$ cat config.mk
export PLATFORM = sky130hd
export DESIGN_NAME = fetch_unit
export DESIGN_NICKNAME = d
export VERILOG_FILES = /design/src/rtl/fetch_unit.sv
export SDC_FILE = /design/constraint.sdc
export NUM_CORES = 1
export LEC_CHECK = 0
export CAP_MARGIN = 30
export CORE_ASPECT_RATIO = 1.1
export CORE_MARGIN = 8
export CORE_UTILIZATION = 40
export DETAILED_ROUTE_END_ITERATION = 12
export GPL_ROUTABILITY_DRIVEN = 0
export HOLD_SLACK_MARGIN = 0.08
export SYNTH_ARGS = -nofsm -noshare
export SYNTH_HDL_FRONTEND = slang
export SYNTH_SLANG_ARGS = --single-unit
$ cat constraint.sdc
create_clock -name clk -period 5.4 [get_ports clk]
set_clock_uncertainty 0.05 [all_clocks]
set_input_delay 1.62 -clock clk [delete_from_list [all_inputs] [get_ports clk]]
set_output_delay 1.62 -clock clk [all_outputs]
set_load 0.005 [all_outputs]
$ cat src/rtl/fetch_unit.sv
// fetch_unit: instruction-fetch front end for the RV32I pipeline.
// Generates sequential PCs and issues pipelined requests on a valid/ready
// instruction-memory port. Responses land in a PC-tagged FIFO that feeds
// decode through a valid/ready handshake. A redirect flushes the buffer and
// discards responses to requests still in flight.
//
// Ports:
//   clk, reset_F          clock (rising edge), async active-high reset
//   redirect, redirect_pc branch/jump/flush and its target (bits [1:0] ignored)
//   imem_req_*            request channel; imem_addr is the current fetch PC
//   imem_rsp_*            in-order response channel, never back-pressured
//   instr_valid/ready     decode handshake; instr/instr_pc/instr_pc_plus4 = head
//   fifo_count, inflight  buffered entries / issued-but-unanswered requests
module fetch_unit #(
  parameter int unsigned       XLEN     = 32,
  parameter logic [XLEN-1:0]   RESET_PC = '0,
  parameter int unsigned       DEPTH    = 4,
  localparam int unsigned      CW       = $clog2(DEPTH) + 1
) (
  input  logic            clk,
  input  logic            reset_F,
  input  logic            redirect,
  input  logic [XLEN-1:0] redirect_pc,
  output logic            imem_req_valid,
  input  logic            imem_req_ready,
  output logic [XLEN-1:0] imem_addr,
  input  logic            imem_rsp_valid,
  input  logic [XLEN-1:0] imem_rsp_data,
  output logic            instr_valid,
  input  logic            instr_ready,
  output logic [XLEN-1:0] instr,
  output logic [XLEN-1:0] instr_pc,
  output logic [XLEN-1:0] instr_pc_plus4,
  output logic [CW-1:0]   fifo_count,
  output logic [CW-1:0]   inflight
);

  localparam int unsigned AW = $clog2(DEPTH);

  logic [XLEN-1:0] fetch_pc;
  logic [CW-1:0]   discard;

  // PCs of live (non-stale) outstanding requests, in issue order
  logic [XLEN-1:0] pcq_mem [DEPTH];
  logic [AW-1:0]   pcq_wr;
  logic [AW-1:0]   pcq_rd;

  // Instruction buffer: {pc, data} per entry
  logic [XLEN-1:0] fifo_pc   [DEPTH];
  logic [XLEN-1:0] fifo_data [DEPTH];
  logic [AW-1:0]   fifo_wr;
  logic [AW-1:0]   fifo_rd;

  logic            issue;
  logic            drop;
  logic            accept;
  logic            deq;
  logic [CW:0]     credit_used;

  // Low target bits are forced to zero, so they are intentionally unused
  logic            unused_rpc_bits;
  assign unused_rpc_bits = ^redirect_pc[1:0];

  // Handshake decode; credits cover both buffered and in-flight entries
  always_comb begin
    credit_used    = {1'b0, inflight} + {1'b0, fifo_count};
    imem_req_valid = ~reset_F & ~redirect & (credit_used < (CW+1)'(DEPTH));
    issue          = imem_req_valid & imem_req_ready;
    drop           = imem_rsp_valid & (redirect | (discard != '0));
    accept         = imem_rsp_valid & ~drop;
    instr_valid    = (fifo_count != '0);
    deq            = instr_valid & instr_ready & ~redirect;
  end

  assign imem_addr      = fetch_pc;
  assign instr          = fifo_data[fifo_rd];
  assign instr_pc       = fifo_pc[fifo_rd];
  assign instr_pc_plus4 = instr_pc + XLEN'(4);

  // Control state: PC, counters and queue pointers
  always_ff @(posedge clk or posedge reset_F) begin
    if (reset_F) begin
      fetch_pc   <= RESET_PC;
      inflight   <= '0;
      fifo_count <= '0;
      discard    <= '0;
      pcq_wr     <= '0;
      pcq_rd     <= '0;
      fifo_wr    <= '0;
      fifo_rd    <= '0;
    end else begin
      inflight <= inflight + CW'(issue) - CW'(imem_rsp_valid);
      if (redirect) begin
        // Everything still outstanding after this cycle's response is stale
        fetch_pc   <= {redirect_pc[XLEN-1:2], 2'b00};
        discard    <= inflight - CW'(imem_rsp_valid);
        fifo_count <= '0;
        pcq_wr     <= '0;
        pcq_rd     <= '0;
        fifo_wr    <= '0;
        fifo_rd    <= '0;
      end else begin
        if (issue) begin
          fetch_pc <= fetch_pc + XLEN'(4);
          pcq_wr   <= pcq_wr + AW'(1);
        end
        if (accept) begin
          pcq_rd  <= pcq_rd + AW'(1);
          fifo_wr <= fifo_wr + AW'(1);
        end
        if (deq) begin
          fifo_rd <= fifo_rd + AW'(1);
        end
        if (drop) begin
          discard <= discard - CW'(1);
        end
        fifo_count <= fifo_count + CW'(accept) - CW'(deq);
      end
    end
  end

  // Storage arrays carry no reset; contents are only meaningful when counted
  always_ff @(posedge clk) begin
    if (issue) begin
      pcq_mem[pcq_wr] <= fetch_pc;
    end
    if (accept) begin
      fifo_pc[fifo_wr]   <= pcq_mem[pcq_rd];
      fifo_data[fifo_wr] <= imem_rsp_data;
    end
  end

endmodule

=== After elaboration in Yosys (flattened, before gate mapping) ===
Memories as Yosys holds them, arrays and structs flattened.
Index checks and enable logic that the tools add are counted.

* Flip-flop bits (word level): 49
* Memory bits (writable): 384
* Bits of input ports: 70
* Output and inout port bits: 136
* Memories kept: 3

* Add/sub/neg operators: 13
* Order comparisons: 1
* Multiplexer cells: 17
* Bitwise gates (word level): 11
* Reductions and logical operators: 6

{| class="wikitable"
|+ Memories
! name !! depth !! bits a word !! rd ports !! clocked after Yosys merged registers in !! write ports !! line !! source
|-
| fifo_data || 4 || 32 || 1 || 0 || 1 || 50 || <nowiki>logic [XLEN-1:0] fifo_data [DEPTH];</nowiki>
|-
| fifo_pc || 4 || 32 || 1 || 0 || 1 || 49 || <nowiki>logic [XLEN-1:0] fifo_pc [DEPTH];</nowiki>
|-
| pcq_mem || 4 || 32 || 1 || 0 || 1 || 44 || <nowiki>logic [XLEN-1:0] pcq_mem [DEPTH];</nowiki>
|}

{| class="wikitable"
|+ Operators by type and width
! cell !! number
|-
| 32-bit by 3-bit adder with 32-bit output (second input constant) || 2
|-
| 32-bit 2-to-1 mux || 2
|-
| 2-bit 2-to-1 mux || 8
|-
| 3-bit 2-to-1 mux || 3
|-
| 3-bit by 1-bit subtractor with 3-bit output || 3
|-
| 2-bit by 1-bit adder with 2-bit output (second input constant) || 4
|-
| 2-bit nonzero test || 4
|-
| 1-bit bitwise AND || 7
|-
| 3-bit by 1-bit adder with 3-bit output || 2
|-
| 3-bit nonzero test || 2
|-
| 3-bit by 3-bit adder with 4-bit output || 1
|-
| 4-bit by 3-bit < comparator with 1-bit output (second input constant) || 1
|-
| 1-bit 2-to-1 mux || 4
|-
| 1-bit NOT || 3
|-
| 3-bit by 1-bit subtractor with 3-bit output (second input constant) || 1
|-
| 1-bit OR || 1
|}

=== Longest topological paths before layout ===
* Depth in word-level cells: 8
* Gate-level depth with buffers: 12

=== Worst setup path after synthesis ===
Ideal clock, no wire load.

* Path type: input to register
* From: input imem_rsp_valid
* To: memory fifo_data[0][0], enable pin
* Setup time: 0.427 ns
* Data arrival time: 3.520 ns
* Required time: 4.923 ns
* Slack: 1.404 ns
* Cell stages on the path: 3
* Path buffers: 0
* Path through: nand3b_1 -> nor2_1 -> and2_1

* Cells in the longest elaborated chain, start to end: 5

{| class="wikitable"
|+ Ends and longest elaborated chain
! element !! line !! source
|-
| start: declaration || 27 || <nowiki>input logic imem_rsp_valid,</nowiki>
|-
| 1-bit bitwise AND || 69 || <nowiki>drop = imem_rsp_valid & (redirect | (discard != '0));</nowiki>
|-
| 1-bit NOT || 70 || <nowiki>accept = imem_rsp_valid & ~drop;</nowiki>
|-
| 1-bit bitwise AND (*) || 70 ||
|-
| 1-bit 2-to-1 mux (*) || 127 || <nowiki>if (accept) begin</nowiki>
|-
| 1-bit 2-to-1 mux (implied by the code) (*) || 129 || <nowiki>fifo_data[fifo_wr] <= imem_rsp_data;</nowiki>
|-
| end: declaration || 50 ||
|}

Every way passes the cells marked *; elsewhere a longest branch is shown, timed or not.

=== Final worst setup path ===
* From: register fifo_rd[0]
* To: output instr_pc_plus4[12]

* Cells in the longest elaborated chain, start to end: 2

{| class="wikitable"
|+ Ends and longest elaborated chain
! element !! line !! source
|-
| start: declaration || 52 || <nowiki>logic [AW-1:0] fifo_rd;</nowiki>
|-
| start signal: assignment || 112 || <nowiki>fifo_rd <= fifo_rd + AW'(1);</nowiki>
|-
| memory 4 x 32 bit || -- ||
|-
| 32-bit by 3-bit adder with 32-bit output || 78 || <nowiki>assign instr_pc_plus4 = instr_pc + XLEN'(4);</nowiki>
|-
| end: declaration || 33 || <nowiki>output logic [XLEN-1:0] instr_pc_plus4,</nowiki>
|}

Every way passes these cells.

==> impl_metrics.json <==
{
  "maxCapViolCount": 0,
  "syn-cell-area_sq_mm": 0.0168,
  "cts_tree": "done",
  "crit_fanout": 12,
  "grt_max_degree": 63,
  "placed_cells": 1631,
  "clk_pin_slew_worst_paths_ps": 60,
  "swShare": 0.253,
  "rsz0062_at_grt": "false",
  "pwr-share-clk": 0.336,
  "drive_gt1_frac": 0.176,
  "track_usage": 0.149,
  "syn_inst": 889,
  "final-hold-violation-count": 0,
  "ys.flop_type": "edfxtp_1",
  "chipHeight_um": 231,
  "insertion_delay_ps": 540,
  "synthDistinctLibCells": 54,
  "slew_violations": 0,
  "reg2reg_to": "inflight[2]",
  "clockBufferDepth": 3,
  "reg2reg_depth": 9,
  "slew_headroom": 0.461,
  "ys_seq_area_frac": 0.730,
  "grt_pass1_wl_um": 56400,
  "netSwitchingPower_mw": 2.23,
  "dpl_cell_area_sq_mm": 0.0194,
  "p_per_area_mw_per_mm2": 421,
  "core-area_sq_mm": 0.0413,
  "worstHoldPathType": "flip-flop to flip-flop",
  "grt_pass1_vias": 9394,
  "diodes": 0,
  "async_reset_ff_frac": 0.113,
  "dp_slack_ps": 412,
  "synth.area.top_cells": "edfxtp_1 66%, mux4_2 12%, dfrtp_1 7.0%",
  "drc_errors": 0,
  "stdcell_count": 1716,
  "p_int_mw": 6.59,
  "grt_antenna_before_repair": 0,
  "required_ps": 3730,
  "final_common_cell": "edfxtp_1",
  "min_period_ps": 5240,
  "ios": 206,
  "critPathArrivalTime_ps": 3570,
  "max_freq_ghz": 0.191,
  "worstSetupPathType": "flip-flop to output pin",
  "numCtsBuffers": 44,
  "crit_end": "instr_pc_plus4[12]",
  "syn_to_final_growth_pct": 24.9,
  "r2r-start": "fifo_count[2]",
  "num_vias": 8879,
  "period_share": 0.971,
  "startpoint": "fifo_rd[0]",
  "p_leak_nw": 6.86,
  "outcome": "finished, final reports clean",
  "synth.avg_cell_area_sq_um": 18.9,
  "yosysWarningCount": 0,
  "reg2reg_setup_slack_ps": 2260,
  "grt_overflow": 0,
  "ir_drop_mv": 0.216,
  "via_per_inst": 5.17,
  "root_buffer": "clkbuf_16",
  "synth_seq_cells": 415,
  "wirelength_um": 36500,
  "first_iter_violations": 593,
  "hold_slack_ps": 511,
  "pwr-share-seq": 0.443,
  "dpl.hpwl_um": 23400,
  "setup_viol": 0,
  "worstSetupStartpointType": "flip-flop",
  "setup_ws_ps": 156,
  "fp.dieW_um": 211,
  "combPwrFrac": 0.221,
  "multi_input_area_sq_mm": 0.00422,
  "rows": 78,
  "yosysTopAreaCellShare": 0.659,
  "synth_enable_flop_cells": 368,
  "start_util": 0.406,
  "final_cell_mix": "368 x edfxtp_1, 196 x clkdlybuf4s50_1, 89 x mux4_2, 53 x nand2_1, 46 x clkbuf_16",
  "dr.pass1.iters": 5,
  "tns_ps": 0,
  "die_area_sq_mm": 0.0487,
  "yosysTopAreaCell": "edfxtp_1",
  "final_nets": 1212,
  "final_cell_area_sq_mm": 0.0209,
  "worst_pin_slew_ps": 808,
  "drtAntennaViolNets": 0,
  "port_buffers": 197,
  "nFillCells": 3419,
  "ctsHtreeMaxLevel": 2,
  "hold_buffers": 0,
  "clock_sinks": 415,
  "setup.worst_path.end_class": "output pin",
  "seq_area_sq_mm": 0.0122,
  "avgRoutedWirePerCell_um": 21.3
}
[metrics by stage]
stage | power, mW | util
global route | 9.23 | 0.507
global placement | 5.93 | 0.471
finish | 8.82 | 0.507
detailed placement | 5.95 | 0.471
CTS | 8.95 | 0.507
floorplan | 4.97 | -
[registers in the layout (all words and copies together) (netlist names)]
signal      cells
discard         3
fifo_count      3
fifo_data     128
fifo_pc       120
fifo_rd         2
fifo_wr         2
imem_addr      30
inflight        3
pcq_mem       120
pcq_rd          2
pcq_wr          2
[power by group through the flow]
stage               Sequential (mW)  Combinational (mW)  Clock (mW)
floorplan                      3.90                1.07           0
global placement               3.98                1.95           0
detailed placement             3.99                1.96           0
CTS                            3.91                2.00        3.05
global route                   3.93                2.13        3.17
finish                         3.90                1.95        2.96
[worst min-delay path by stage]
stage | startpoint | end | slack (ps) | cells after the start
floorplan | pcq_wr[0] | pcq_wr[0] | 460 | 1
global placement | pcq_wr[0] | pcq_wr[0] | 500 | 1
detailed placement | pcq_wr[0] | pcq_wr[0] | 510 | 1
CTS | pcq_wr[0] | pcq_wr[0] | 510 | 1
global route | inflight[0] | inflight[0] | 580 | 1
finish | pcq_wr[0] | pcq_wr[0] | 510 | 1
[final cells by class]
type | count | share of cell area
multi-input combinational | 411 | 0.202
sequential | 415 | 0.584
tap | 560 | 0.0335
timing repair buffer | 222 | 0.107
clock buffer | 53 | 0.0572
clock inverter | 29 | 0.0120
inverter | 26 | 0.00466
[synth_stat cells (4+ instances only)]
| master | instances |
|---|---|
| edfxtp_1 | 368 |
| mux4_2 | 89 |
| nand2_1 | 53 |
| dfrtp_1 | 47 |
| xnor2_1 | 33 |
| nand3_1 | 26 |
| inv_1 | 25 |
| nor2_1 | 24 |
| nand4_1 | 22 |
| o21ai_0 | 22 |
| ha_1 | 20 |
| xor2_1 | 15 |
| clkbuf_1 | 14 |
| and3_1 | 10 |
| o211ai_1 | 10 |
| and2_1 | 9 |
| buf_4 | 9 |
| a21oi_1 | 8 |
| buf_2 | 8 |
| buf_1 | 7 |
| o311ai_0 | 7 |
| nor3_1 | 6 |
| nor4_1 | 4 |
[worst max-delay path, stage by stage, from the launching register on]
cell             delay (ps)
dfrtp_4                 600
mux4_2                  640
ha_1                    270
and4_2                  310
nor2b_1                 200
and3_1                  190
xor2_1                  250
clkdlybuf4s50_1         560
[cell families after synthesis]
| kind of cell | synth area share |
|---|---|
| buffers and inverters | 0.0202 |
| AO/OA/AOI/OAI | 0.0246 |
| flip-flops | 0.730 |
| other | 0.000224 |
| multiplexers | 0.127 |
| adder cells (fa/ha/maj) | 0.0173 |
| XOR/XNOR | 0.0251 |
| AND/OR/NAND/NOR | 0.0562 |
[what timing repair did]
action,in CTS,in global routing
setup buffers,1,2
hold endpoints to repair,0,0
resized for setup,2,1
pin swaps,1,1
setup endpoints to repair,12,10
[routing by layer]
layer	vias to the layer above	track usage	wire length [um]	share of wire
li1	4024	-	-	-
met1	4524	0.201	16300	0.45
met2	283	0.239	17200	0.47
met3	48	0.0352	2250	0.062
met4	0	0.0438	772	0.021
met5	-	0	0	0
Note: power is estimated with default switching activity, not from simulation.
